### src/rtl/arbitro_memoria_dados.sv
// arbitro_memoria_dados: two-port arbiter in front of the single-port data memory.
// Port 0 is the CPU execute/memory stage, port 1 is a loader/DMA that may burst.
// Optional build macro ARB_CONTADORES_EN adds saturating statistics counters.
`timescale 1ns/1ps
module arbitro_memoria_dados #(
  parameter int unsigned LARGURA     = 16,
  parameter int unsigned LAT_LEITURA = 1,
  parameter int unsigned MAX_RAJADA  = 8
) (
  input  logic               clock,
  input  logic               reset,
  input  logic               req0,
  input  logic               we0,
  input  logic [LARGURA-1:0] end0,
  input  logic [LARGURA-1:0] dado0,
  output logic               gnt0,
  output logic               espera0,
  output logic               rvalid0,
  input  logic               req1,
  input  logic               we1,
  input  logic [LARGURA-1:0] end1,
  input  logic [LARGURA-1:0] dado1,
  output logic               gnt1,
  output logic               rvalid1,
  output logic [LARGURA-1:0] rdata,
  output logic               mem_we,
  output logic [LARGURA-1:0] mem_end,
  output logic [LARGURA-1:0] mem_dado,
  input  logic [LARGURA-1:0] mem_rdata
`ifdef ARB_CONTADORES_EN
  ,
  output logic [15:0]        cont_conflito,
  output logic [15:0]        cont_espera0,
  output logic [7:0]         cont_rajada_max
`endif
);

  localparam int unsigned CNT_W    = 8;
  localparam logic [CNT_W-1:0] CNT_SAT  = 8'hFF;
  localparam logic [CNT_W-1:0] CNT_LIM  = CNT_W'(MAX_RAJADA);

  typedef enum logic {
    LIVRE   = 1'b0,
    RAJADA1 = 1'b1
  } estado_t;

  estado_t          estado_q, estado_d;
  logic             ultimo_q, ultimo_d;
  logic [CNT_W-1:0] cnt_q, cnt_d;
  logic             gnt0_c, gnt1_c;
  logic             leitura_c;

  // Read-return pipeline: valid bit and issuing port per stage.
  logic [LAT_LEITURA-1:0] rv_q;
  logic [LAT_LEITURA-1:0] porta_q;

  // State register for the arbitration FSM.
  always_ff @(posedge clock or negedge reset) begin
    if (!reset) begin
      estado_q <= LIVRE;
      ultimo_q <= 1'b1;
      cnt_q    <= '0;
    end else begin
      estado_q <= estado_d;
      ultimo_q <= ultimo_d;
      cnt_q    <= cnt_d;
    end
  end

  // Next-state and grant decision: round-robin when idle, bounded port-1 bursts.
  always_comb begin
    estado_d = estado_q;
    ultimo_d = ultimo_q;
    cnt_d    = cnt_q;
    gnt0_c   = 1'b0;
    gnt1_c   = 1'b0;
    case (estado_q)
      LIVRE: begin
        if (req0 && (!req1 || ultimo_q)) begin
          gnt0_c   = 1'b1;
          ultimo_d = 1'b0;
        end else if (req1) begin
          gnt1_c   = 1'b1;
          ultimo_d = 1'b1;
          cnt_d    = CNT_W'(1);
          estado_d = RAJADA1;
        end
      end
      RAJADA1: begin
        if (req1 && ((cnt_q < CNT_LIM) || !req0)) begin
          gnt1_c = 1'b1;
          cnt_d  = (cnt_q == CNT_SAT) ? cnt_q : cnt_q + CNT_W'(1);
        end else if (req0) begin
          gnt0_c   = 1'b1;
          ultimo_d = 1'b0;
          estado_d = LIVRE;
        end else begin
          estado_d = LIVRE;
        end
      end
      default: estado_d = LIVRE;
    endcase
  end

  // Memory command mux; everything forced low while reset is asserted.
  always_comb begin
    gnt0     = 1'b0;
    gnt1     = 1'b0;
    espera0  = 1'b0;
    mem_we   = 1'b0;
    mem_end  = '0;
    mem_dado = '0;
    rdata    = '0;
    if (reset) begin
      gnt0    = gnt0_c;
      gnt1    = gnt1_c;
      espera0 = req0 & ~gnt0_c;
      rdata   = mem_rdata;
      if (gnt0_c) begin
        mem_we   = we0;
        mem_end  = end0;
        mem_dado = dado0;
      end else if (gnt1_c) begin
        mem_we   = we1;
        mem_end  = end1;
        mem_dado = dado1;
      end
    end
  end

  assign leitura_c = (gnt0_c & ~we0) | (gnt1_c & ~we1);

  // Shift each granted read toward its return slot LAT_LEITURA cycles later.
  if (LAT_LEITURA > 1) begin : g_ret_multi
    always_ff @(posedge clock or negedge reset) begin
      if (!reset) begin
        rv_q    <= '0;
        porta_q <= '0;
      end else begin
        rv_q    <= {rv_q[LAT_LEITURA-2:0], leitura_c};
        porta_q <= {porta_q[LAT_LEITURA-2:0], gnt1_c};
      end
    end
  end else begin : g_ret_single
    always_ff @(posedge clock or negedge reset) begin
      if (!reset) begin
        rv_q    <= '0;
        porta_q <= '0;
      end else begin
        rv_q    <= leitura_c;
        porta_q <= gnt1_c;
      end
    end
  end

  assign rvalid0 = rv_q[LAT_LEITURA-1] & ~porta_q[LAT_LEITURA-1];
  assign rvalid1 = rv_q[LAT_LEITURA-1] &  porta_q[LAT_LEITURA-1];

`ifdef ARB_CONTADORES_EN
  logic [15:0]      conflito_q;
  logic [15:0]      espera0_q;
  logic [CNT_W-1:0] rajada_max_q;

  // Saturating statistics counters.
  always_ff @(posedge clock or negedge reset) begin
    if (!reset) begin
      conflito_q   <= '0;
      espera0_q    <= '0;
      rajada_max_q <= '0;
    end else begin
      if (req0 && req1 && (conflito_q != 16'hFFFF)) begin
        conflito_q <= conflito_q + 16'd1;
      end
      if (espera0 && (espera0_q != 16'hFFFF)) begin
        espera0_q <= espera0_q + 16'd1;
      end
      if (cnt_d > rajada_max_q) begin
        rajada_max_q <= cnt_d;
      end
    end
  end

  assign cont_conflito   = conflito_q;
  assign cont_espera0    = espera0_q;
  assign cont_rajada_max = rajada_max_q;
`endif

endmodule
### config.mk
export PLATFORM = sky130hd
export DESIGN_NAME = arbitro_memoria_dados
export DESIGN_NICKNAME = d
export VERILOG_FILES = /design/src/rtl/arbitro_memoria_dados.sv
export SDC_FILE = /design/constraint.sdc
export NUM_CORES = 1
export LEC_CHECK = 0
export BUFFER_PORTS_ARGS = -buffer_cell sky130_fd_sc_hd__buf_2
export CORE_MARGIN = 2
export CORE_UTILIZATION = 32
export CTS_BUF_LIST = sky130_fd_sc_hd__clkbuf_8
export CTS_CLUSTER_DIAMETER = 100
export DETAILED_ROUTE_END_ITERATION = 6
export GPL_TIMING_DRIVEN = 0
export PLACE_DENSITY = 0.91
export SLEW_MARGIN = 20
export SYNTH_ARGS = -nofsm -noshare
export SYNTH_HDL_FRONTEND = slang
export SYNTH_SLANG_ARGS = --single-unit
### constraint.sdc
create_clock -name clock -period 1.88 [get_ports clock]
set_input_delay 0.376 -clock clock [delete_from_list [all_inputs] [get_ports clock]]
set_output_delay 0.376 -clock clock [all_outputs]
set_load 0.05 [all_outputs]
==> results of run 1 <==
-- report_power, final --
group	internal (mW)	switching [mW]	total [mW]	leakage, nW
Sequential	0.297	0.0702	0.367	0.136
Clock	0.143	0.0860	0.229	0.0269
Combinational	0.871	1.28	2.15	1.32
Total	1.31	1.44	2.75	1.48
-- cell usage after synthesis, types with 2 or more instances --
master                     count
sky130_fd_sc_hd__a21oi_1      38
sky130_fd_sc_hd__and2_1       20
sky130_fd_sc_hd__and3_1        2
sky130_fd_sc_hd__buf_2         3
sky130_fd_sc_hd__buf_4         6
sky130_fd_sc_hd__clkbuf_1      5
sky130_fd_sc_hd__dfrtp_1      10
sky130_fd_sc_hd__inv_1         3
sky130_fd_sc_hd__nand2_1      38
sky130_fd_sc_hd__nand3_1       4
sky130_fd_sc_hd__nand4_1       2
sky130_fd_sc_hd__nor2_1       35
sky130_fd_sc_hd__nor2b_1       2
sky130_fd_sc_hd__o21ai_0       2
sky130_fd_sc_hd__o31ai_1       6
-- critical path, stage by stage, from the launching register on --
cell and delay, ns:
sky130_fd_sc_hd__dfrtp_2 0.40, sky130_fd_sc_hd__or4b_4 0.55, sky130_fd_sc_hd__o2bb2ai_4 0.22, sky130_fd_sc_hd__buf_4 0.17
sky130_fd_sc_hd__buf_12 0.11, sky130_fd_sc_hd__nand2_1 0.10, sky130_fd_sc_hd__a21oi_4 0.15, sky130_fd_sc_hd__buf_6 0.17
-- what timing repair did --
action	in CTS	in global routing
endpoints found under the hold margin	10	10
setup buffers	15	10
resized for setup	122	28
pin swaps	7	10
gates cloned	4	0
endpoints found under the setup margin	47	46
-- flip-flops by register name (all words and copies together) (netlist names) --
signal and cells:
porta_q 1, rv_q 1, cnt_q 8, ultimo_q 1
-- cell type report --
| class | count | area share [%] |
|---|---|---|
| tap | 50 | 1.976 |
| sequential | 11 | 8.890 |
| clock inverter | 1 | 0.1185 |
| buffer | 13 | 4.267 |
| inverter | 4 | 0.6322 |
| multi-input combinational | 170 | 43.30 |
| clock buffer | 3 | 1.304 |
| timing repair buffer | 167 | 39.51 |
-- layer usage --
metal | part of all wire (%) | global-route usage, % | vias up
met3 | 8.9 | 4.333 | 41
met1 | 34 | 27.59 | 1051
met5 | 0 | 0 | -
li1 | - | - | 1024
met4 | 4.5 | 12.76 | 0
met2 | 53 | 54.33 | 146
-- how the worst max path moves through the flow --
stage                         from      endpoint  slack, ns  cells after the start
final                     cnt_q[5]   mem_dado[7]      -0.63                      7
after global routing      cnt_q[5]   mem_dado[7]      -0.65                      7
after CTS                 cnt_q[7]  mem_dado[10]      -0.58                      7
after detailed placement     reset   mem_dado[0]      -0.65                      7
after global placement       reset   mem_dado[0]      -0.62                      7
after floorplan           cnt_q[7]          gnt0      -0.28                      6
-- cells by family (layout without fill, tap and decap cells) --
| logic type | Yosys count | count (layout) |
|---|---|---|
| AOI/OAI and AO/OA | 57 | 57 |
| DFF | 11 | 11 |
| adders and majority gates | 1 | 1 |
| buffers and inverters | 18 | 188 |
| and+or+nand+nor | 112 | 112 |
-- per-stage QoR --
step                      utilization, %  std cells  power (mW)  hold slack (ns)  TNS [ns]
after floorplan                        -        199       1.627          0.08041    -8.829
after global placement             62.17        388       1.946           0.2618    -21.24
after detailed placement           62.17        388       1.978           0.2689    -22.69
after CTS                          77.53        411       2.624         -0.03164    -18.94
after global routing               80.32        419       2.850         -0.02159    -22.04
final                              80.32        419       2.747         -0.03099    -20.30
==> metrics, run 1 <==
run status=finished, violations left; failing checks=hold timing, setup timing; final worst clock skew=0.002328 ns; minimum clock period=2.506 ns; Data required, critical path=1.50 ns; Die Outline Area=0.004543 sq mm; Critical Path AT=2.13 ns; worst-case hold slack=-0.03099 ns; Post-Syn Area=0.001286 sq mm; DR DRC count=0; synthesized instance count=199; count of flip-flops with a built-in enable after synthesis=0; multiplexer area fraction after synthesis=0%; crit path kind=flop to output port; type of element capturing the critical path=output port; fin crit share=133.3%; maximum vdd ir drop=0.6648 mV; overall die height=67.40 microns; register clock-pin slew on the reported worst setup and hold paths=roughly 0.050 ns; number of hold violations in the final report=10; total track usage=between 20% and 30%; RR Endpoint=cnt_q[4]; post-synthesis compound-gate area fraction=28.60%; first-pass detailed-route iteration total=4; wire length of the first global-routing pass=between 9000 and 10000 microns; xor and xnor fraction of the mapped netlist area=0%; Core Region=0.003943 sq mm; transition at the pin with the smallest max-transition slack=0.4627 ns; Via Count=about 2300; Max Slew Vio Count=0; detailed placer's ending HPWL=3929 microns; count of port buffers added during placement=139; cell accounting for the most synthesized area=sky130_fd_sc_hd__dfrtp_1; fin area=roughly 0.0032 sq mm; most frequent standard cell in the layout excluding fill and tap cells=sky130_fd_sc_hd__buf_2; worst path setup slack after routing=-0.6256 ns; TritonCTS clock tree=done; unrepaired setup endpoints after global routing=true; worst slack after detailed placement=-0.6462 ns; Startpoint Class=flop; simple logic cell fraction of the synthesized area=41.54%; synth top area cells=sky130_fd_sc_hd__dfrtp_1 19%, sky130_fd_sc_hd__a21oi_1 15%, sky130_fd_sc_hd__nand2_1 11%, sky130_fd_sc_hd__nor2_1 10%, sky130_fd_sc_hd__and2_1 9.7%; maximum buffer depth of the clock tree=2; count of different cell masters after synthesis=38; number of H-tree levels=1; row cnt=23; via count of the first global-routing pass=2085; Placed Area=0.002451 sq mm; class of the most critical hold timing path=input port to async pin; average size of a mapped cell=6.463 sq um; maximum number of pins on one net before global-route repair=14; total CTS buffers=3; sequential element share of the synthesized area=21.50%; via/cell ratio=roughly 5.4; antenna fix cells=0; Seq. cell area=281.5 sq um; number of maximum-capacitance constraint violations=0; power density of the placed cells=867.3 mW/mm^2; slew margin rel.=between 60 and 70%; Total Nets Final=457; Layout Area Growth over Synthesis=146.2%; proportion of layout cells with a drive suffix above 1=69.38%; grt total ovfl=0; most used flip-flop cell after synthesis=sky130_fd_sc_hd__dfrtp_1; Reg2Reg Depth=6; DR iter-0 viols=65; setup slack, reg-to-reg=-0.03 ns; remaining antenna violation count after routing=0; warning count from the yosys run=0; number of placed I/O pins=140; Die X=67.40 microns; CTS root buffer=sky130_fd_sc_hd__clkbuf_8; CTS sink cnt=11; last weighted congestion value of the routability-driven placer=0.8466; Leakage Power=1.483 nW; total wirelength of the detailed-routed design=around 7600 microns; number of filler instances in the final layout=220; footprint of the multi-input gates=0.001371 sq mm; register bit total from synthesis=11; area share of the largest cell type after synthesis=19.46%; adder-cell area share of the yosys netlist=0.9728%; initial cell density of the core=between 30% and 40%; post-synth net total=about 290; Final Setup Violations=37; achievable frequency=approximately 0.4 GHz; number of antenna violations at the first check in global routing=0; highest net fanout along the worst path=5; Routed wire per std cell=18.19 microns; most frequent cells in the layout=102 x sky130_fd_sc_hd__buf_2, 38 x sky130_fd_sc_hd__buf_6, 35 x sky130_fd_sc_hd__nor2_1; dominant combinational cell family by area after synthesis=simple AND/OR/NAND/NOR gates; reg2reg start=cnt_q[7]; insertion delay of the later-clocked pin in the worst-skew pair=0.24 ns; post-synthesis async set-or-reset flop share=between 90% and 100%
Power figures use the tool's default switching activity.
==> run 2, diff against run 1 <==
--- a/config.mk
+++ b/config.mk
@@ -12,6 +12,7 @@
 export CTS_CLUSTER_DIAMETER = 100
 export DETAILED_ROUTE_END_ITERATION = 6
 export GPL_TIMING_DRIVEN = 0
+export MAX_ROUTING_LAYER = met4
 export PLACE_DENSITY = 0.91
 export SLEW_MARGIN = 20
 export SYNTH_ARGS = -nofsm -noshare
==> run 2 against run 1 <==
Effect of this change: the flow still finishes with violations (hold timing, setup timing); die area is the same; register-to-register slack is essentially flat; non-clock buffer count did not move; setup slack improved by 0.0034 ns; total power increased by 0.18%; clock skew hardly changed; hold slack barely moved; combinational power about the same; design area did not move.
==> metrics, run 2 (synthesis gave the netlist of run 1 again) <==
TritonCTS clock tree=done (unchanged); number of hold violations in the final report=10 (unchanged); maximum vdd ir drop=0.6650 mV (was 0.6648 mV); fin crit share=133.1% (was 133.3%); last weighted congestion value of the routability-driven placer=0.8599 (was 0.8466); Die Outline Area=0.004543 sq mm (unchanged); largest register by flop count=cnt_q (unchanged); CTS root buffer=sky130_fd_sc_hd__clkbuf_8 (unchanged); Leakage Power=1.483 nW (unchanged); Core Region=0.003943 sq mm (unchanged); Final Setup Violations=37 (unchanged); antenna fix cells=0 (unchanged); Reg2Reg Depth=6 (unchanged); fin util=80.32% (unchanged); maximum number of pins on one net before global-route repair=14 (unchanged); Routed wire per std cell=18.51 microns (was 18.19 microns); row cnt=23 (unchanged); DR iter-0 viols=77 (was 65); most frequent standard cell in the layout excluding fill and tap cells=sky130_fd_sc_hd__buf_2 (unchanged); number of antenna violations at the first check in global routing=0 (unchanged); Data required, critical path=1.50 ns (about the same); flip-flop count of the largest register, all copies and words added=8 (unchanged); maximum buffer depth of the clock tree=2 (unchanged); most frequent cells in the layout=102 x sky130_fd_sc_hd__buf_2, 38 x sky130_fd_sc_hd__buf_6, 35 x sky130_fd_sc_hd__nor2_1 (unchanged); Critical Path AT=2.13 ns (about the same); Via Count=2249 (was 2262); first-pass detailed-route iteration total=4 (unchanged); total CTS buffers=3 (unchanged); failing checks=hold timing, setup timing (unchanged); non-filler instance count after layout=419 (unchanged); DR DRC count=0 (unchanged); capture point of the worst path=mem_dado[7] (unchanged); insertion delay of the later-clocked pin in the worst-skew pair=0.24 ns (about the same); slew margin rel.=70.37% (was 69.04%); fin area=0.003167 sq mm (unchanged); highest net fanout along the worst path=5 (unchanged); power density of the placed cells=868.9 mW/mm^2 (was 867.3 mW/mm^2); Total Nets Final=457 (unchanged); via/cell ratio=5.368 (was 5.399); worst path setup slack after routing=-0.6222 ns (was -0.6256 ns); initial cell density of the core=32.62% (unchanged); grt total ovfl=0 (unchanged); transition at the pin with the smallest max-transition slack=0.4428 ns (was 0.4627 ns); worst slack after detailed placement=-0.6462 ns (unchanged); number of instances in the placed design=388 (unchanged); number of maximum-capacitance constraint violations=0 (unchanged); unrepaired setup endpoints after global routing=true (unchanged); Max Slew Vio Count=0 (unchanged); register clock-pin slew on the reported worst setup and hold paths=0.05 ns (about the same); RR Endpoint=cnt_q[4] (unchanged); type of element capturing the critical path=output port (unchanged); total wirelength of the detailed-routed design=7756 microns (was 7621 microns); run status=finished, violations left (unchanged); via count of the first global-routing pass=2088 (was 2085); Layout Area Growth over Synthesis=146.2% (unchanged); CTS sink cnt=11 (unchanged); total track usage=28.28% (was 27.46%); number of placed I/O pins=140 (unchanged); Placed Area=0.002451 sq mm (unchanged); wire length of the first global-routing pass=9487 microns (was 9459 microns); detailed placer's ending HPWL=3929 microns (unchanged); class of the most critical hold timing path=input port to async pin (unchanged); count of port buffers added during placement=139 (unchanged); number of H-tree levels=1 (unchanged); proportion of layout cells with a drive suffix above 1=69.38% (unchanged); setup slack, reg-to-reg=-0.03 ns (about the same); minimum clock period=2.502 ns (was 2.506 ns); reg2reg start=cnt_q[7] (unchanged); overall die height=67.40 microns (unchanged); crit path from=cnt_q[5] (unchanged); worst-case hold slack=-0.03079 ns (was -0.03099 ns); achievable frequency=0.3996 GHz (was 0.3991 GHz); Die X=67.40 microns (unchanged); final worst clock skew=0.002341 ns (was 0.002328 ns); Startpoint Class=flop (unchanged); remaining antenna violation count after routing=0 (unchanged); crit path kind=flop to output port (unchanged)
[run 2: cell counts in the layout (fill, tap and decap cells not counted)]
Identical to the previous run, type by type.
[run 2: through the flow]
stage	hold WS [ns]	power, mW	TNS [ns]
finish	-0.03079	2.752	-20.32
global route	-0.02159	2.853	-22.06
CTS	-0.03164	2.624	-18.94
detailed placement	0.2689	1.978	-22.69
global placement	0.2618	1.946	-21.24
floorplan	0.08041	1.627	-8.829
[run 2: cell type report]
cell class,instances,area [sq um]
tap,50,62.56
multi-input combinational,170,1371
sequential,11,281.5
fill,220,775.7
buffer,13,135.1
timing repair buffer,167,1251
clock buffer,3,41.29
clock inverter,1,3.754
inverter,4,20.02
[run 2: how the worst min path moves through the flow]
stage	startpoint	to	slack, ns	cells after the start
2_1_floorplan	reset	cnt_q[0]	0.08	0
3_3_place_gp	reset	cnt_q[0]	0.26	1
3_5_place_dp	reset	cnt_q[1]	0.27	1
4_1_cts	reset	cnt_q[1]	-0.03	1
5_1_grt	reset	cnt_q[1]	-0.02	1
6_report	reset	cnt_q[1]	-0.03	1
[run 2: critical path, cell delays in order (launching register included)]
cell and delay, ns:
sky130_fd_sc_hd__dfrtp_2 0.40, sky130_fd_sc_hd__or4b_4 0.55, sky130_fd_sc_hd__o2bb2ai_4 0.22, sky130_fd_sc_hd__buf_4 0.17, sky130_fd_sc_hd__buf_12 0.11, sky130_fd_sc_hd__nand2_1 0.11
sky130_fd_sc_hd__a21oi_4 0.15, sky130_fd_sc_hd__buf_6 0.17
[run 2: per-layer routing]
layer	vias to the layer above	part of all wire, %	global-route usage [%]
met5	-	0	-
li1	1021	-	-
met4	0	4.3	13.52
met2	139	52	53.96
met3	36	8.7	4.500
met1	1053	35	27.59
[run 2: power breakdown]
part | switching [mW] | total (mW) | internal, mW
clock | 0.0859 | 0.229 | 0.143
combinational | 1.28 | 2.16 | 0.871
sequential | 0.0702 | 0.367 | 0.297
total | 1.44 | 2.75 | 1.31
[run 2: repair_timing]
action / in CTS / in global routing
pin swaps: 7 / 10
setup endpoints to repair: 47 / 43
gates resized for setup: 122 / 28
gates cloned: 4 / 0
setup buffers: 15 / 10
endpoints found under the hold margin: 10 / 10
==> run 3, diff against run 2 <==
--- a/config.mk
+++ b/config.mk
@@ -14,6 +14,7 @@
 export GPL_TIMING_DRIVEN = 0
 export MAX_ROUTING_LAYER = met4
 export PLACE_DENSITY = 0.91
+export SKIP_LAST_GASP = 1
 export SLEW_MARGIN = 20
 export SYNTH_ARGS = -nofsm -noshare
 export SYNTH_HDL_FRONTEND = slang
==> run 3 against run 2 <==
Effect of this change: the run still ends with hold timing, setup timing left; critical path depth is the same; register-to-register slack lost 0.02 ns; maximum frequency shrank 2.0%; clock power is essentially flat; first-iteration DRC count grew 130%; total power grew 5.0%; sequential power grew 2%; hold slack lost 0.00081 ns; design area grew 5.1%.
==> metrics, run 3 (synthesis gave the netlist of run 1 again) <==
run status=finished, violations left (unchanged); failing checks=hold timing, setup timing (unchanged); cells along the critical path=or4b_4 > o2bb2ai_4 > buf_4 > buf_16 > nand2_2 > a21oi_4 > buf_6 (was or4b_4 > o2bb2ai_4 > buf_4 > buf_12 > nand2_1 > a21oi_4 > buf_6); reg2reg start=cnt_q[7] (unchanged); Power Internal=1.375 mW (was 1.311 mW); Via Count=2400 (was 2249); maximum vdd ir drop=0.7173 mV (was 0.6650 mV); Total Nets Final=457 (unchanged); total track usage=29.12% (was 28.28%); CTS sink cnt=11 (unchanged); maximum number of pins on one net before global-route repair=14 (unchanged); first-pass detailed-route iteration total=6 (was 4); crit-path max cell delay=0.57 ns (was 0.55 ns); overall die height=67.40 microns (unchanged); number of placed I/O pins=140 (unchanged); count of port buffers added during placement=139 (unchanged); insertion delay of the later-clocked pin in the worst-skew pair=0.24 ns (about the same); Max Slew Vio Count=0 (unchanged); switching power total=1.515 mW (was 1.441 mW); Reg2Reg Depth=6 (unchanged); DR DRC count=0 (unchanged); Routed wire per std cell=20.66 microns (was 18.51 microns); Startpoint Class=flop (unchanged); highest net fanout along the worst path=5 (unchanged); flip-flop count of the largest register, all copies and words added=8 (unchanged); Critical Path AT=2.18 ns (was 2.13 ns); unrepaired setup endpoints after global routing=true (unchanged); fin crit share=135.8% (was 133.1%); worst path setup slack after routing=-0.6726 ns (was -0.6222 ns); setup slack, reg-to-reg=-0.05 ns (was -0.03 ns); master of the slowest instance on the critical path=sky130_fd_sc_hd__or4b_4 (unchanged); most frequent cells in the layout=102 x sky130_fd_sc_hd__buf_2, 41 x sky130_fd_sc_hd__buf_6, 34 x sky130_fd_sc_hd__nor2_1 (was 102 x sky130_fd_sc_hd__buf_2, 38 x sky130_fd_sc_hd__buf_6, 35 x sky130_fd_sc_hd__nor2_1); Leakage Power=1.582 nW (was 1.483 nW); remaining antenna violation count after routing=0 (unchanged); class of the most critical hold timing path=input port to async pin (unchanged); largest register by flop count=cnt_q (unchanged); detailed placer's ending HPWL=3929 microns (unchanged); number of H-tree levels=1 (unchanged); last weighted congestion value of the routability-driven placer=0.8599 (unchanged); maximum buffer depth of the clock tree=2 (unchanged); via/cell ratio=5.728 (was 5.368); register clock-pin slew on the reported worst setup and hold paths=0.05 ns (about the same); sequential fraction of design power=13.0% (was 13.3%); initial cell density of the core=32.62% (unchanged); achievable frequency=0.3918 GHz (was 0.3996 GHz); number of hold violations in the final report=10 (unchanged); Comb pwr share=79.1% (was 78.3%); DR iter-0 viols=178 (was 77); total power=2.890 mW (was 2.752 mW); number of maximum-capacitance constraint violations=0 (unchanged); total wirelength of the detailed-routed design=8655 microns (was 7756 microns); fin area=0.003327 sq mm (was 0.003167 sq mm); switching fraction of total power=52.42% (was 52.35%); wire length of the first global-routing pass=9777 microns (was 9487 microns); crit path kind=flop to output port (unchanged); Final Setup Violations=37 (unchanged); proportion of layout cells with a drive suffix above 1=70.73% (was 69.38%); most frequent standard cell in the layout excluding fill and tap cells=sky130_fd_sc_hd__buf_2 (unchanged); via count of the first global-routing pass=2149 (was 2088); antenna fix cells=0 (unchanged); TritonCTS clock tree=done (unchanged); Core Region=0.003943 sq mm (unchanged); total CTS buffers=3 (unchanged); type of element capturing the critical path=output port (unchanged); number of antenna violations at the first check in global routing=0 (unchanged); Die X=67.40 microns (unchanged); row cnt=23 (unchanged); RR Endpoint=cnt_q[4] (unchanged); Die Outline Area=0.004543 sq mm (unchanged); Data required, critical path=1.50 ns (about the same); power density of the placed cells=868.6 mW/mm^2 (was 868.9 mW/mm^2); proportion of power drawn by the clock network=7.9% (was 8.3%); Layout Area Growth over Synthesis=158.7% (was 146.2%); minimum clock period=2.553 ns (was 2.502 ns); final worst clock skew=0.004394 ns (was 0.002341 ns); worst-case hold slack=-0.03160 ns (was -0.03079 ns); accumulated negative setup slack=-22.38 ns (was -20.32 ns); kind of cell adding the most delay to the critical path=simple AND/OR/NAND/NOR gates (unchanged); transition at the pin with the smallest max-transition slack=0.4838 ns (was 0.4428 ns); CTS root buffer=sky130_fd_sc_hd__clkbuf_8 (unchanged); Placed Area=0.002451 sq mm (unchanged); grt total ovfl=0 (unchanged); slew margin rel.=67.63% (was 70.37%); buffers and inverters on the worst path=3 (unchanged)
## run 3: changes by cell type in the layout (fill, tap and decap cells not counted), moves of 2 or more
cell / previous run / this run
sky130_fd_sc_hd__clkbuf_16: 0 / 3
sky130_fd_sc_hd__nand2_2: 20 / 17
sky130_fd_sc_hd__nand2_1: 12 / 8
sky130_fd_sc_hd__a21oi_2: 4 / 2
sky130_fd_sc_hd__buf_6: 38 / 41
sky130_fd_sc_hd__a21oi_4: 29 / 31
sky130_fd_sc_hd__nand2_4: 6 / 13
sky130_fd_sc_hd__buf_4: 20 / 12
## run 3: per-layer routing
metal | track usage (%) | part of all wire (%) | vias to the layer above | routed length, microns
li1 | - | - | 1023 | -
met1 | 29.34 | 33 | 1105 | 2891
met2 | 52.60 | 52 | 211 | 4461
met3 | 6.500 | 9.4 | 61 | 816
met4 | 14.80 | 5.6 | 0 | 486
met5 | - | 0 | - | 0
## run 3: cell type report
type / instances / area, sq um
multi-input cells: 170 / 1436
flip-flops and latches: 11 / 280.3
inverters: 4 / 20.02
clock inverters: 1 / 3.754
fillers: 198 / 615.6
plain buffers: 14 / 183.9
clock buffers: 3 / 41.29
well taps: 50 / 62.56
repair buffers: 166 / 1299
## run 3: through the flow
| stage | worst slack [ns] | std cells | util, % |
|---|---|---|---|
| after floorplan | -0.2795 | 199 | - |
| after global placement | -0.6220 | 388 | 62.17 |
| after detailed placement | -0.6462 | 388 | 62.17 |
| after CTS | -0.5775 | 411 | 77.37 |
| after global routing | -0.7016 | 419 | 84.39 |
| final | -0.6726 | 419 | 84.39 |
## run 3: what timing repair did
item,CTS,global route
pin swaps,7,28
resized for setup,120,50
setup buffers,15,7
hold endpoints to repair,10,10
setup endpoints to repair,47,43
gates cloned,4,3
## run 3: power groups by stage
stage               Clock (mW)  Combinational [mW]  Sequential, mW
finish                   0.229                2.29           0.375
global route             0.239                2.35           0.382
CTS                      0.236                2.02           0.364
detailed placement           0                1.61           0.366
global placement             0                1.59           0.360
floorplan                    0                1.28           0.349
## run 3: worst max path at each step
stage,depth (start not counted),slack (ns),from,end
after floorplan,6,-0.28,cnt_q[7],gnt0
after global placement,7,-0.62,reset,mem_dado[0]
after detailed placement,7,-0.65,reset,mem_dado[0]
after CTS,7,-0.58,cnt_q[7],mem_dado[10]
after global routing,7,-0.70,cnt_q[6],mem_dado[11]
final,7,-0.67,cnt_q[6],mem_dado[11]
